`src/rtl/rsdec_chien_ctrl.sv`:
```
// Sequencer for the Reed-Solomon Chien search: shortening skip, locator/evaluator
// coefficient load, root search with a ready/valid correction stream, and pass/fail.
module rsdec_chien_ctrl (
   input  logic       clk,
   input  logic       clrn,
   input  logic       i_start,
   input  logic [7:0] i_n_len,
   input  logic [2:0] i_deg,
   output logic       o_coef_req_c,
   input  logic       i_coef_vld,
   output logic       o_ch_shorten_c,
   output logic       o_ch_load_c,
   output logic       o_ch_search_c,
   input  logic [7:0] i_ch_error,
   output logic       o_out_valid,
   input  logic       i_out_ready,
   output logic [7:0] o_out_val,
   output logic [7:0] o_out_pos,
   output logic       o_out_last,
   output logic       o_busy,
   output logic       o_done,
   output logic       o_fail,
   output logic [3:0] o_err_cnt
);

   localparam int unsigned LEN_W    = 8;
   localparam int unsigned DEG_W    = 3;
   localparam int unsigned CNT_W    = 4;
   localparam int unsigned LD_W     = 3;
   localparam int unsigned MAX_DEG  = 5;
   localparam int unsigned NUM_COEF = 6;
   localparam int unsigned FULL_LEN = 255;

   typedef enum logic [2:0] {
      S_IDLE    = 3'd0,
      S_SHORTEN = 3'd1,
      S_LOAD    = 3'd2,
      S_SEARCH  = 3'd3,
      S_FLUSH   = 3'd4,
      S_DONE    = 3'd5
   } state_t;

   state_t             r_state;
   state_t             w_state_nxt;

   logic [LEN_W-1:0]   r_n_len;
   logic [DEG_W-1:0]   r_deg;
   logic               r_zero_len;
   logic [LEN_W-1:0]   r_skip_cnt;
   logic [LD_W-1:0]    r_ld_cnt;
   logic [LEN_W-1:0]   r_pos;
   logic [CNT_W-1:0]   r_err_cnt;
   logic               r_fail;
   logic               r_busy;
   logic               r_done;
   logic               r_out_valid;
   logic [LEN_W-1:0]   r_out_val;
   logic [LEN_W-1:0]   r_out_pos;
   logic               r_out_last;

   logic               w_adv;
   logic               w_last_pos;
   logic               w_ld_last;
   logic [LEN_W-1:0]   w_skip;
   logic               w_shorten;
   logic               w_load;
   logic               w_search;
   logic               w_coef_req;

   // Stream advances whenever the output register is empty or being drained.
   assign w_adv      = ~r_out_valid | i_out_ready;
   assign w_last_pos = (r_pos == (r_n_len - LEN_W'(1)));
   assign w_ld_last  = (r_ld_cnt == LD_W'(NUM_COEF - 1));
   assign w_skip     = LEN_W'(FULL_LEN) - i_n_len;

   always_ff @(posedge clk or negedge clrn) begin
      if (!clrn) r_state <= S_IDLE;
      else       r_state <= w_state_nxt;
   end

   always_comb begin
      w_state_nxt = r_state;
      w_coef_req  = 1'b0;
      w_shorten   = 1'b0;
      w_load      = 1'b0;
      w_search    = 1'b0;
      case (r_state)
         S_IDLE: begin
            if (i_start) begin
               if (i_n_len == '0)        w_state_nxt = S_DONE;
               else if (w_skip != '0)    w_state_nxt = S_SHORTEN;
               else                      w_state_nxt = S_LOAD;
            end
         end
         S_SHORTEN: begin
            w_shorten = 1'b1;
            if (r_skip_cnt == LEN_W'(1)) w_state_nxt = S_LOAD;
         end
         S_LOAD: begin
            w_coef_req = 1'b1;
            w_load     = i_coef_vld;
            if (i_coef_vld && w_ld_last) w_state_nxt = S_SEARCH;
         end
         S_SEARCH: begin
            w_search = w_adv;
            if (w_adv && w_last_pos) w_state_nxt = S_FLUSH;
         end
         S_FLUSH: begin
            if (i_out_ready) w_state_nxt = S_DONE;
         end
         S_DONE: begin
            w_state_nxt = S_IDLE;
         end
         default: begin
            w_state_nxt = S_IDLE;
         end
      endcase
   end

   always_ff @(posedge clk or negedge clrn) begin
      if (!clrn) begin
         r_n_len     <= '0;
         r_deg       <= '0;
         r_zero_len  <= 1'b0;
         r_skip_cnt  <= '0;
         r_ld_cnt    <= '0;
         r_pos       <= '0;
         r_err_cnt   <= '0;
         r_fail      <= 1'b0;
         r_busy      <= 1'b0;
         r_done      <= 1'b0;
         r_out_valid <= 1'b0;
         r_out_val   <= '0;
         r_out_pos   <= '0;
         r_out_last  <= 1'b0;
      end else begin
         r_busy <= (w_state_nxt != S_IDLE);
         r_done <= (w_state_nxt == S_DONE);
         case (r_state)
            S_IDLE: begin
               if (i_start) begin
                  r_n_len    <= i_n_len;
                  r_deg      <= i_deg;
                  r_zero_len <= (i_n_len == '0);
                  r_skip_cnt <= w_skip;
                  r_ld_cnt   <= '0;
                  r_pos      <= '0;
                  r_err_cnt  <= '0;
                  r_fail     <= 1'b0;
               end
            end
            S_SHORTEN: begin
               r_skip_cnt <= r_skip_cnt - LEN_W'(1);
            end
            S_LOAD: begin
               if (i_coef_vld) begin
                  r_ld_cnt <= w_ld_last ? '0 : r_ld_cnt + LD_W'(1);
               end
            end
            S_SEARCH: begin
               if (w_adv) begin
                  r_out_valid <= 1'b1;
                  r_out_val   <= i_ch_error;
                  r_out_pos   <= r_pos;
                  r_out_last  <= w_last_pos;
                  r_pos       <= r_pos + LEN_W'(1);
                  // Nonzero magnitude marks a root; count saturates.
                  if ((i_ch_error != '0) && (r_err_cnt != '1)) begin
                     r_err_cnt <= r_err_cnt + CNT_W'(1);
                  end
               end
            end
            S_FLUSH: begin
               if (i_out_ready) r_out_valid <= 1'b0;
            end
            S_DONE: begin
               r_fail <= r_zero_len | (r_deg > DEG_W'(MAX_DEG)) |
                         (r_err_cnt != CNT_W'(r_deg));
            end
            default: begin
               r_out_valid <= 1'b0;
            end
         endcase
      end
   end

   assign o_coef_req_c   = w_coef_req;
   assign o_ch_shorten_c = w_shorten;
   assign o_ch_load_c    = w_load;
   assign o_ch_search_c  = w_search;
   assign o_out_valid    = r_out_valid;
   assign o_out_val      = r_out_val;
   assign o_out_pos      = r_out_pos;
   assign o_out_last     = r_out_last;
   assign o_busy         = r_busy;
   assign o_done         = r_done;
   assign o_fail         = r_fail;
   assign o_err_cnt      = r_err_cnt;

endmodule
```
`config.mk`:
```
export PLATFORM = sky130hd
export DESIGN_NAME = rsdec_chien_ctrl
export DESIGN_NICKNAME = d
export VERILOG_FILES = /design/src/rtl/rsdec_chien_ctrl.sv
export SDC_FILE = /design/constraint.sdc
export NUM_CORES = 1
export LEC_CHECK = 0
export ABC_CLOCK_PERIOD_IN_PS = 2150
export BUFFER_PORTS_ARGS = -buffer_cell sky130_fd_sc_hd__buf_2
export CORE_UTILIZATION = 40
export CTS_CLUSTER_SIZE = 28
export DETAILED_ROUTE_END_ITERATION = 10
export GPL_TIMING_DRIVEN = 1
export SETUP_SLACK_MARGIN = 0.5
export SYNTH_ARGS = -nofsm -noshare
export SYNTH_HDL_FRONTEND = slang
export SYNTH_SLANG_ARGS = --single-unit
export TNS_END_PERCENT = 30
```
`constraint.sdc`:
```
create_clock -name clk -period 2.15 [get_ports clk]
set_input_delay 0.1075 -clock clk [delete_from_list [all_inputs] [get_ports clk]]
set_output_delay 0.1075 -clock clk [all_outputs]
set_load 0.1 [all_outputs]
```
### Word level (Yosys, flattened, before mapping)

Index checks and enable logic that the tools add are counted.

* add/sub/neg operators: 6
* order comparisons: 1
* equal/unequal tests: 16
* muxes and demuxes: 30
* bitwise operators: 5
* reduce and logical (&&, ||, !) cells: 21

Operators by type and width (count)
* 8-bit one-hot mux with 2 select lines: 2
* 3-bit 2-to-1 mux: 9
* 8-bit 2-to-1 mux: 3
* 8-bit nonzero test: 2
* 8-bit by 1-bit subtractor with 8-bit output, second input constant: 2
* 3-bit one-hot mux with 5 select lines: 1
* 3-bit == test, second input constant: 4
* 4-bit 2-to-1 mux: 3
* 2-bit inequality test, second input constant: 5
* 3-bit AND reduction: 3
* 8-bit by 1-bit adder with 8-bit output, second input constant: 1
* 8-bit by 1-bit == test with 1-bit output, second input constant: 1
* 8-bit == test: 1
* 8-bit zero test: 1
* 4-bit one-hot mux with 2 select lines: 1
* 2-bit AND reduction: 4
* 2-bit nonzero test: 4
* 8-bit subtractor, first input constant: 1
* 1-bit 2-to-1 mux: 7
* 3-bit by 2-bit == test with 1-bit output, second input constant: 2
* 3-bit one-hot mux with 2 select lines: 1
* 4-bit by 1-bit adder with 4-bit output, second input constant: 1
* 4-bit by 3-bit inequality test with 1-bit output: 1
* 4-bit inequality test, second input constant: 1
* 13 further kinds: 18

* register bits: 59
* input bits: 24
* output and inout port bits: 29
* word-level logic and storage cells: 94

### Logic depth before layout (Yosys ltp)

Gate-level depths: netlist of the first run.

* word-level depth: 7
* depth in mapped cells: 9

### Worst setup path after synthesis of the first run

OpenSTA, ideal clock, no wires.

* path kind: flip-flop to flip-flop
* from: register r_state[2]
* to: register r_done (netlist: o_done)
* library setup time: 66 ps
* arrival time: 4423 ps
* slack: -2339 ps
* stages on the path, launching flop included: 7
* period minus slack after synthesis: 4489 ps
* cells stage by stage: dfrtp_1 > buf_6 > nor3b_1 > and2_1 > nand2_1 > o31ai_1 > and2_1

* longest elaborated chain between the ends: 3
* elaborated cells between the ends (all ways): 12
* classes of those cells: 5 x eq/ne; 6 x mux; 1 x reduce/logical

RTL lines
* start, declared: RTL line 43 `state_t r_state;`
* start signal, assigned: RTL line 78 `else r_state <= w_state_nxt;`
* 3-bit == test, or another cell as far along: RTL line 87 `case (r_state)`
* 3-bit one-hot mux with 5 select lines *: RTL line 87
* 3-bit == test *: RTL line 138 `r_done <= (w_state_nxt == S_DONE);`
* end signal, assigned: RTL line 138
* end, declared: RTL line 55 `logic r_done;`

Mark *: on every way between the ends. The rest lies on a longest branch, timed or not.
A chain may end at the register's enable or synchronous reset.

### Worst setup path after layout of the first run

* from: register r_n_len[0]
* to: register r_out_last (netlist: o_out_last)

* longest elaborated chain between the ends: 2

RTL lines
* start, declared: RTL line 46 `logic [LEN_W-1:0] r_n_len;`
* start signal, assigned: RTL line 142 `r_n_len <= i_n_len;`
* 8-bit by 1-bit subtractor with 8-bit output: RTL line 72 `assign w_last_pos = (r_pos == (r_n_len - LEN_W'(1)));`
* 8-bit == test: RTL line 72
* end signal, assigned: RTL line 165 `r_out_last <= w_last_pos;`
* end, declared: RTL line 59 `logic r_out_last;`

Every way passes these cells.

==> results of run 1 <==
[cells in the mapped netlist (all sizes together) (2+ instances only)]
library cell  count  area (um2)
xnor2             6        52.6
nand3b            2        15.0
o21ai            11        55.1
and2              4        26.3
nand2            92         345
nand4b            2        17.5
or4b              2        23.8
or3               3        18.8
ha                5        62.6
buf               6        43.8
a31oi             3        18.8
nor4              6        37.5
a22o              2        17.5
nand4             4        25.0
o211ai            2        15.0
o221a             3        33.8
nor3              8        45.0
xor2             12         105
a21oi            16        80.1
a21o              2        15.0
and3              2        12.5
inv              10        37.5
dfrtp            59        1480
clkbuf            7        26.3
nand3            12        60.1
nor2b             2        12.5
nor2             24        92.6
[worst max-delay path, delay by kind of cell, from the launching register on]
family	cells	cell delay, ns
flip-flops	1	0.39
buffers and inverters	1	0.13
AND/OR/NAND/NOR	5	1.28
AO/OA/AOI/OAI	1	0.19
[registers in the layout, indices dropped and copies added (netlist names), 3 cells and up]
name / flops
o_err_cnt: 4
o_out_pos: 8
o_out_val: 8
r_deg: 3
r_ld_cnt: 3
r_n_len: 8
r_pos: 8
r_skip_cnt: 8
r_state: 3
[timing repair]
item,CTS,global route
gates resized for setup,25,31
cloned,0,0
pin swaps,6,11
hold endpoints to repair,32,0
setup endpoints to repair,36,39
hold buffers,13,0
buffers inserted,14,10
[through the flow]
stage	std cells	worst slack (ns)	utilization [%]	total power, W
final	525	0.0933	59.8	0.00694
after global routing	525	-0.00343	59.8	0.00735
after floorplan	327	-0.220	-	0.00452
after detailed placement	472	0.0320	49.0	0.00515
after global placement	472	0.118	49.0	0.00509
after CTS	515	0.168	57.1	0.00670
[final timing paths]
| check | startpoint | endpoint | slack, ns | cells after the start |
|---|---|---|---|---|
| max | r_n_len[0]$_DFFE_PN0P_ | o_out_last$_DFFE_PN0P_ | 0.09 | 7 |
| min | i_n_len[2] | r_n_len[2]$_DFFE_PN0P_ | 0.03 | 3 |
| max reg2reg | r_n_len[0]$_DFFE_PN0P_ | o_out_last$_DFFE_PN0P_ | 0.09 | 7 |
| min reg2reg | o_out_pos[4]$_DFFE_PN0P_ | o_out_pos[4]$_DFFE_PN0P_ | 0.47 | 2 |
| max in group asynchronous | clrn | r_state[1]$_DFF_PN0_ | 1.25 | 3 |
| min in group asynchronous | clrn | o_out_val[6]$_DFFE_PN0P_ | 0.29 | 2 |
[cells in the final DEF (no fill, tap or decap), types with 5 or more instances in the layout]
cell type,n
a21oi_1,12
nand2_1,90
o21ai_0,5
dlygate4sd3_1,13
nor2_1,20
buf_2,49
nor4_1,5
nand3_1,9
xor2_1,12
o21ai_1,6
buf_4,29
xnor2_1,6
inv_1,7
clkbuf_8,11
dfrtp_1,54
nor3_1,6
[power groups by stage]
| stage | Clock (W) | Sequential [W] | Combinational (W) |
|---|---|---|---|
| final | 0.00116 | 0.00193 | 0.00385 |
| after global routing | 0.00123 | 0.00199 | 0.00413 |
| after CTS | 0.00118 | 0.00192 | 0.00360 |
| after detailed placement | 0 | 0.00193 | 0.00322 |
| after global placement | 0 | 0.00191 | 0.00318 |
| after floorplan | 0 | 0.00290 | 0.00161 |
[logic make-up after synthesis]
group,count (synthesis)
simple gates,169
flops,59
compound gates,51
buf+inv,23
xor+xnor,18
fa+ha+maj,5
mux,2
[routing by layer]
layer | GRT usage [%] | wire length [um] | vias to the layer above
li1 | - | - | 1320
met1 | 27.9 | 3370 | 1316
met2 | 36.1 | 3920 | 55
met3 | 3.77 | 233 | 10
met4 | 11.6 | 155 | 0
met5 | 0 | 0 | -
[area by class of cell]
type	count	area [um2]
clock buffer	11	151
clock inverter	5	75.1
fill	617	2790
inverter	10	52.6
multi-input combinational	245	1560
sequential	59	1490
tap	96	120
timing repair buffer	99	713
==> metrics.csv, run 1 <==
stage,metric,value,unit
power_and_ir_drop,powerDensity,1670,nW/um2
power_and_ir_drop,switchingPower,0.00346,W
sta,finalHoldWorstSlack,0.0299,ns
floorplan,start_util,42.4,%
logic_synthesis,synth_top_family_by_area,simple AND/OR/NAND/NOR gates,
logic_synthesis,synthMuxAreaShare,0.722,%
place,placedInstanceArea,3410,um2
power_and_ir_drop,p_clk_share,16.6,%
clock_tree,clockRootBuffer,clkbuf_8,
clock_tree,cts_inserted_buffers,9,
critical_path,slowest_stage,or4b_4,
logic_synthesis,yosys.cell_types.count,56,
layout,nets,453,
place,hpwl,5140,um
detailed_routing,viasPerCell,5.14,
layout,final_area,4160,um2
logic_synthesis,synth_seq_area_share,50.1,%
grt,overflow,0,
floorplan,fp.dieH,87.8,um
grt,antenna_found_initial,0,
critical_path,cp-end-kind,flip-flop,
critical_path,arrival,2.33,ns
detailed_routing,post-route-drc-count,0,
clock_tree,clockBufferDepth,2,
logic_synthesis,syn-num-nets,356,
logic_synthesis,ys.flop_type,dfrtp_1,
power_and_ir_drop,seq_power_share,27.9,%
detailed_routing,drt_iter0_markers,106,
sta,finalMaxSlewViolations,0,
critical_path,worstSetupStartpointType,flip-flop,
logic_synthesis,ys_async_sr_fraction,100,%
floorplan,die_x,87.8,um
detailed_routing,dr.pass1.iters,4,
logic_synthesis,synth-edff-count,0,
grt,grt_max_degree,40,
sta,setup-tns-final,0,ns
detailed_routing,vias,2701,
logic_synthesis,ys_seq_elements,59,
sta,max_clock_freq,0.486,GHz
sta,rsz0062_at_grt,yes,
power_and_ir_drop,power.internal,0.00348,W
critical_path,crit_path_max_incr_delay,0.48,ns
layout,drive_above_1_share,33.8,%
sta,setup_viol,0,
worst_hold_path,hold_class,primary input to flip-flop,
logic_synthesis,ys_warn_count,0,
critical_path,path_cells,buf_6 -> nor2_4 -> or4b_4 -> nand4bb_1 -> and3b_2 -> nor3_4 -> a22o_1,
floorplan,placementRows,30,
layout,antenna_cells,0,
power_and_ir_drop,power_frac_comb,55.5,%
grt,grt_pass1_wl,13000,um
detailed_routing,wirelength,7680,um
critical_path,cp_max_fo,4,
critical_path,critical_path_class,flip-flop to flip-flop,
floorplan,core,6940,um2
clock_tree,clkSinkCount,59,
floorplan,dieArea,7710,um2
place,gp_congestion,0.858,
sta,hold_viol,0,
power_and_ir_drop,ir_worst_vdd,0.938,mV
detailed_routing,antenna_left,0,
sta,worst_slew_pin_slew,0.542,ns
logic_synthesis,synthAdderAreaFrac,2.12,%
logic_synthesis,synth_compound_area_share,11.5,%
logic_synthesis,syn_area,2940,um2
floorplan,ioPinCount,53,
power_and_ir_drop,p_leak,2.03,nW
logic_synthesis,yosys.area_share.simple,26.5,%
clock_tree,path_clk_slew,0.06,ns
run_status,status,"complete, no violations",
detailed_routing,wl_per_cell,14.6,um
grt,grtUsageTotal,22.0,%
layout,area_growth,41.1,%
sta,slew_headroom,63.9,%
sta,timing.final.crit_share,95.7,%
clock_tree,cts_max_level,3,
clock_tree,cts_tree,done,
logic_synthesis,synth_xor_area_share,5.35,%
run,drv_cap,0,
clock_tree,clk_latency,0.34,ns
sta,period_minus_slack,2.06,ns
grt,grt_pass1_vias,2727,
logic_synthesis,syn_avg_cell_area,9.00,um2
sta,fin_worst_skew,0.00880,ns
critical_path,crit_required,2.42,ns
power_and_ir_drop,switching_share,49.9,%
place,io_buffers,52,
logic_synthesis,syn_inst,327,
No activity file was read; power rests on OpenSTA's default activity.
==> run 2: changes to the inputs <==
--- a/config.mk
+++ b/config.mk
@@ -7,6 +7,7 @@
 export LEC_CHECK = 0
 export ABC_CLOCK_PERIOD_IN_PS = 2150
 export BUFFER_PORTS_ARGS = -buffer_cell sky130_fd_sc_hd__buf_2
+export CORE_ASPECT_RATIO = 0.9
 export CORE_UTILIZATION = 40
 export CTS_CLUSTER_SIZE = 28
 export DETAILED_ROUTE_END_ITERATION = 10
==> metrics.csv, run 2 (synthesis gave the netlist of run 1 again) <==
stage,metric,value,unit
critical_path,cp_max_fo,4,
worst_hold_path,min_to,r_skip_cnt[3]$_DFFE_PN0P_,
grt,overflow,0,
detailed_routing,dr.pass1.iters,4,
grt,grt_pass1_wl,12600,um
worst_hold_path,holdPathStages,2,
sta,slew_headroom,64.3,%
layout,nets,453,
floorplan,start_util,41.6,%
critical_path,arrival,2.24,ns
grt,grt-busiest-layer,met2,
sta,timing.final.crit_share,93.9,%
place,gp_congestion,0.851,
sta,hold_viol,0,
place,io_buffers,52,
floorplan,ioPinCount,53,
grt,met1_usage,29.0,%
power_and_ir_drop,switchingPower,0.00344,W
sta,finalMaxSlewViolations,0,
sta,max_clock_freq,0.496,GHz
clock_tree,cts_tree,done,
detailed_routing,antenna_left,0,
critical_path,r2r_start,r_n_len[0]$_DFFE_PN0P_,
power_and_ir_drop,p_clk_share,17.7,%
critical_path,cp-end-kind,flip-flop,
grt,use_met3,6.14,%
detailed_routing,wl_per_cell,14.7,um
sta,period_minus_slack,2.02,ns
power_and_ir_drop,power.internal,0.00355,W
critical_path,crit_path_max_incr_delay,0.47,ns
worst_hold_path,worstHoldStart,i_n_len[3],
clock_tree,clk_latency,0.34,ns
critical_path,critPathBufInv,1,
floorplan,dieArea,7710,um2
place,hpwl,5030,um
critical_path,r2r_cells,7,
run,drv_cap,0,
layout,final_cells,522,
power_and_ir_drop,finalPower,0.00699,W
critical_path,critical_path_class,flip-flop to flip-flop,
run_status,status,"complete, no violations",
critical_path,worstSetupStartpointType,flip-flop,
grt,grt_max_degree,39,
power_and_ir_drop,powerDensity,1670,nW/um2
sta,rsz0062_at_grt,yes,
clock_tree,clockBufferDepth,2,
detailed_routing,vias,2655,
layout,final_common_cell,nand2_1,
power_and_ir_drop,switching_share,49.3,%
floorplan,placementRows,29,
floorplan,core,7080,um2
sta,setup_viol,0,
place,dpl.cell_count,470,
critical_path,crit_required,2.37,ns
worst_hold_path,hold_class,primary input to flip-flop,
critical_path,critical_path.top_delay_family,simple AND/OR/NAND/NOR gates,
clock_tree,clkSinkCount,59,
clock_tree,cts_inserted_buffers,9,
power_and_ir_drop,power_frac_comb,54.9,%
critical_path,path_cells,buf_6 -> nor2_4 -> or4b_4 -> nand4bb_1 -> and3b_2 -> nor3_4 -> o21bai_1,
detailed_routing,viasPerCell,5.09,
clock_tree,cts_max_level,3,
power_and_ir_drop,ir_worst_vdd,0.932,mV
critical_path,slowest_stage,or4b_4,
clock_tree,clockRootBuffer,clkbuf_8,
power_and_ir_drop,p_leak,2.05,nW
layout,fill_cells,637,
floorplan,fp.dieH,83.4,um
grt,grtUsageTotal,21.0,%
power_and_ir_drop,seq_power_share,27.4,%
floorplan,die_x,92.4,um
detailed_routing,wirelength,7660,um
critical_path,rr_endpoint,r_state[0]$_DFF_PN0_,
layout,antenna_cells,0,
grt,grt_pass1_vias,2616,
critical_path,r2r_slack,0.13,ns
sta,fin_worst_skew,0.00616,ns
detailed_routing,post-route-drc-count,0,
layout,area_growth,42.2,%
detailed_routing,drt_iter0_markers,100,
layout,drive_above_1_share,33.8,%
grt,antenna_found_initial,0,
clock_tree,path_clk_slew,0.07,ns
layout,final_cell_mix,"nand2_1 (90), dfrtp_1 (55), buf_2 (49)",
grt,met2_usage,31.4,%
sta,worst_slew_pin_slew,0.535,ns
run 2: cell count changes in the layout (fill, tap and decap cells not counted), sizes merged:
cell    before  now
buf         86   84
bufinv       2    3
clkbuf      11   12
run 2: through the flow:
step                util, %  hold slack (ns)  setup TNS (ns)  area, um2  worst slack (ns)
floorplan                 -           -0.188           -1.48       3020            -0.220
global placement       48.2            0.116               0       3410             0.142
detailed placement     48.2            0.122               0       3410            0.0607
CTS                    56.1           0.0116               0       3970             0.186
global route           59.2          0.00526               0       4190            0.0682
finish                 59.2           0.0120               0       4190             0.132
run 2: how the worst max path moves through the flow:
stage,from,end,depth (start not counted)
after floorplan,r_state[2]$_DFF_PN0_,o_done$_DFF_PN0_,6
after global placement,r_n_len[0]$_DFFE_PN0P_,r_state[1]$_DFF_PN0_,7
after detailed placement,r_n_len[0]$_DFFE_PN0P_,r_state[1]$_DFF_PN0_,7
after CTS,r_n_len[0]$_DFFE_PN0P_,r_state[1]$_DFF_PN0_,7
after global routing,r_n_len[1]$_DFFE_PN0P_,o_out_last$_DFFE_PN0P_,7
final,r_n_len[0]$_DFFE_PN0P_,r_state[0]$_DFF_PN0_,7
run 2: layout make-up:
| type | instances | area (um2) | share of cell area (%) |
|---|---|---|---|
| clock inverter | 5 | 100 | 2.39 |
| tap | 93 | 116 | 2.78 |
| multi-input combinational | 245 | 1560 | 37.3 |
| timing repair inverter | 1 | 8.76 | 0.209 |
| clock buffer | 11 | 141 | 3.38 |
| sequential | 59 | 1480 | 35.5 |
| inverter | 10 | 57.6 | 1.38 |
| timing repair buffer | 98 | 717 | 17.1 |
run 2: routing by layer:
| layer | up-vias | share of wire [%] |
|---|---|---|
| li1 | 1319 | - |
| met2 | 43 | 48 |
| met3 | 11 | 3.9 |
| met4 | 0 | 1.6 |
| met1 | 1282 | 46 |
| met5 | - | 0 |
run 2: power groups by stage:
stage                     clock (W)  sequential (W)  combinational [W]
after CTS                   0.00126         0.00192            0.00355
after floorplan                   0         0.00290            0.00161
final                       0.00124         0.00192            0.00384
after global placement            0         0.00191            0.00319
after detailed placement          0         0.00192            0.00323
after global routing        0.00131         0.00199            0.00410
run 2: timing repair:
item | in CTS | in global routing
gates resized for setup | 32 | 26
cloned | 0 | 1
pin swaps | 12 | 10
buffers inserted | 9 | 13
setup endpoints to repair | 34 | 50
hold buffers | 13 | 0
endpoints found under the hold margin | 33 | 0
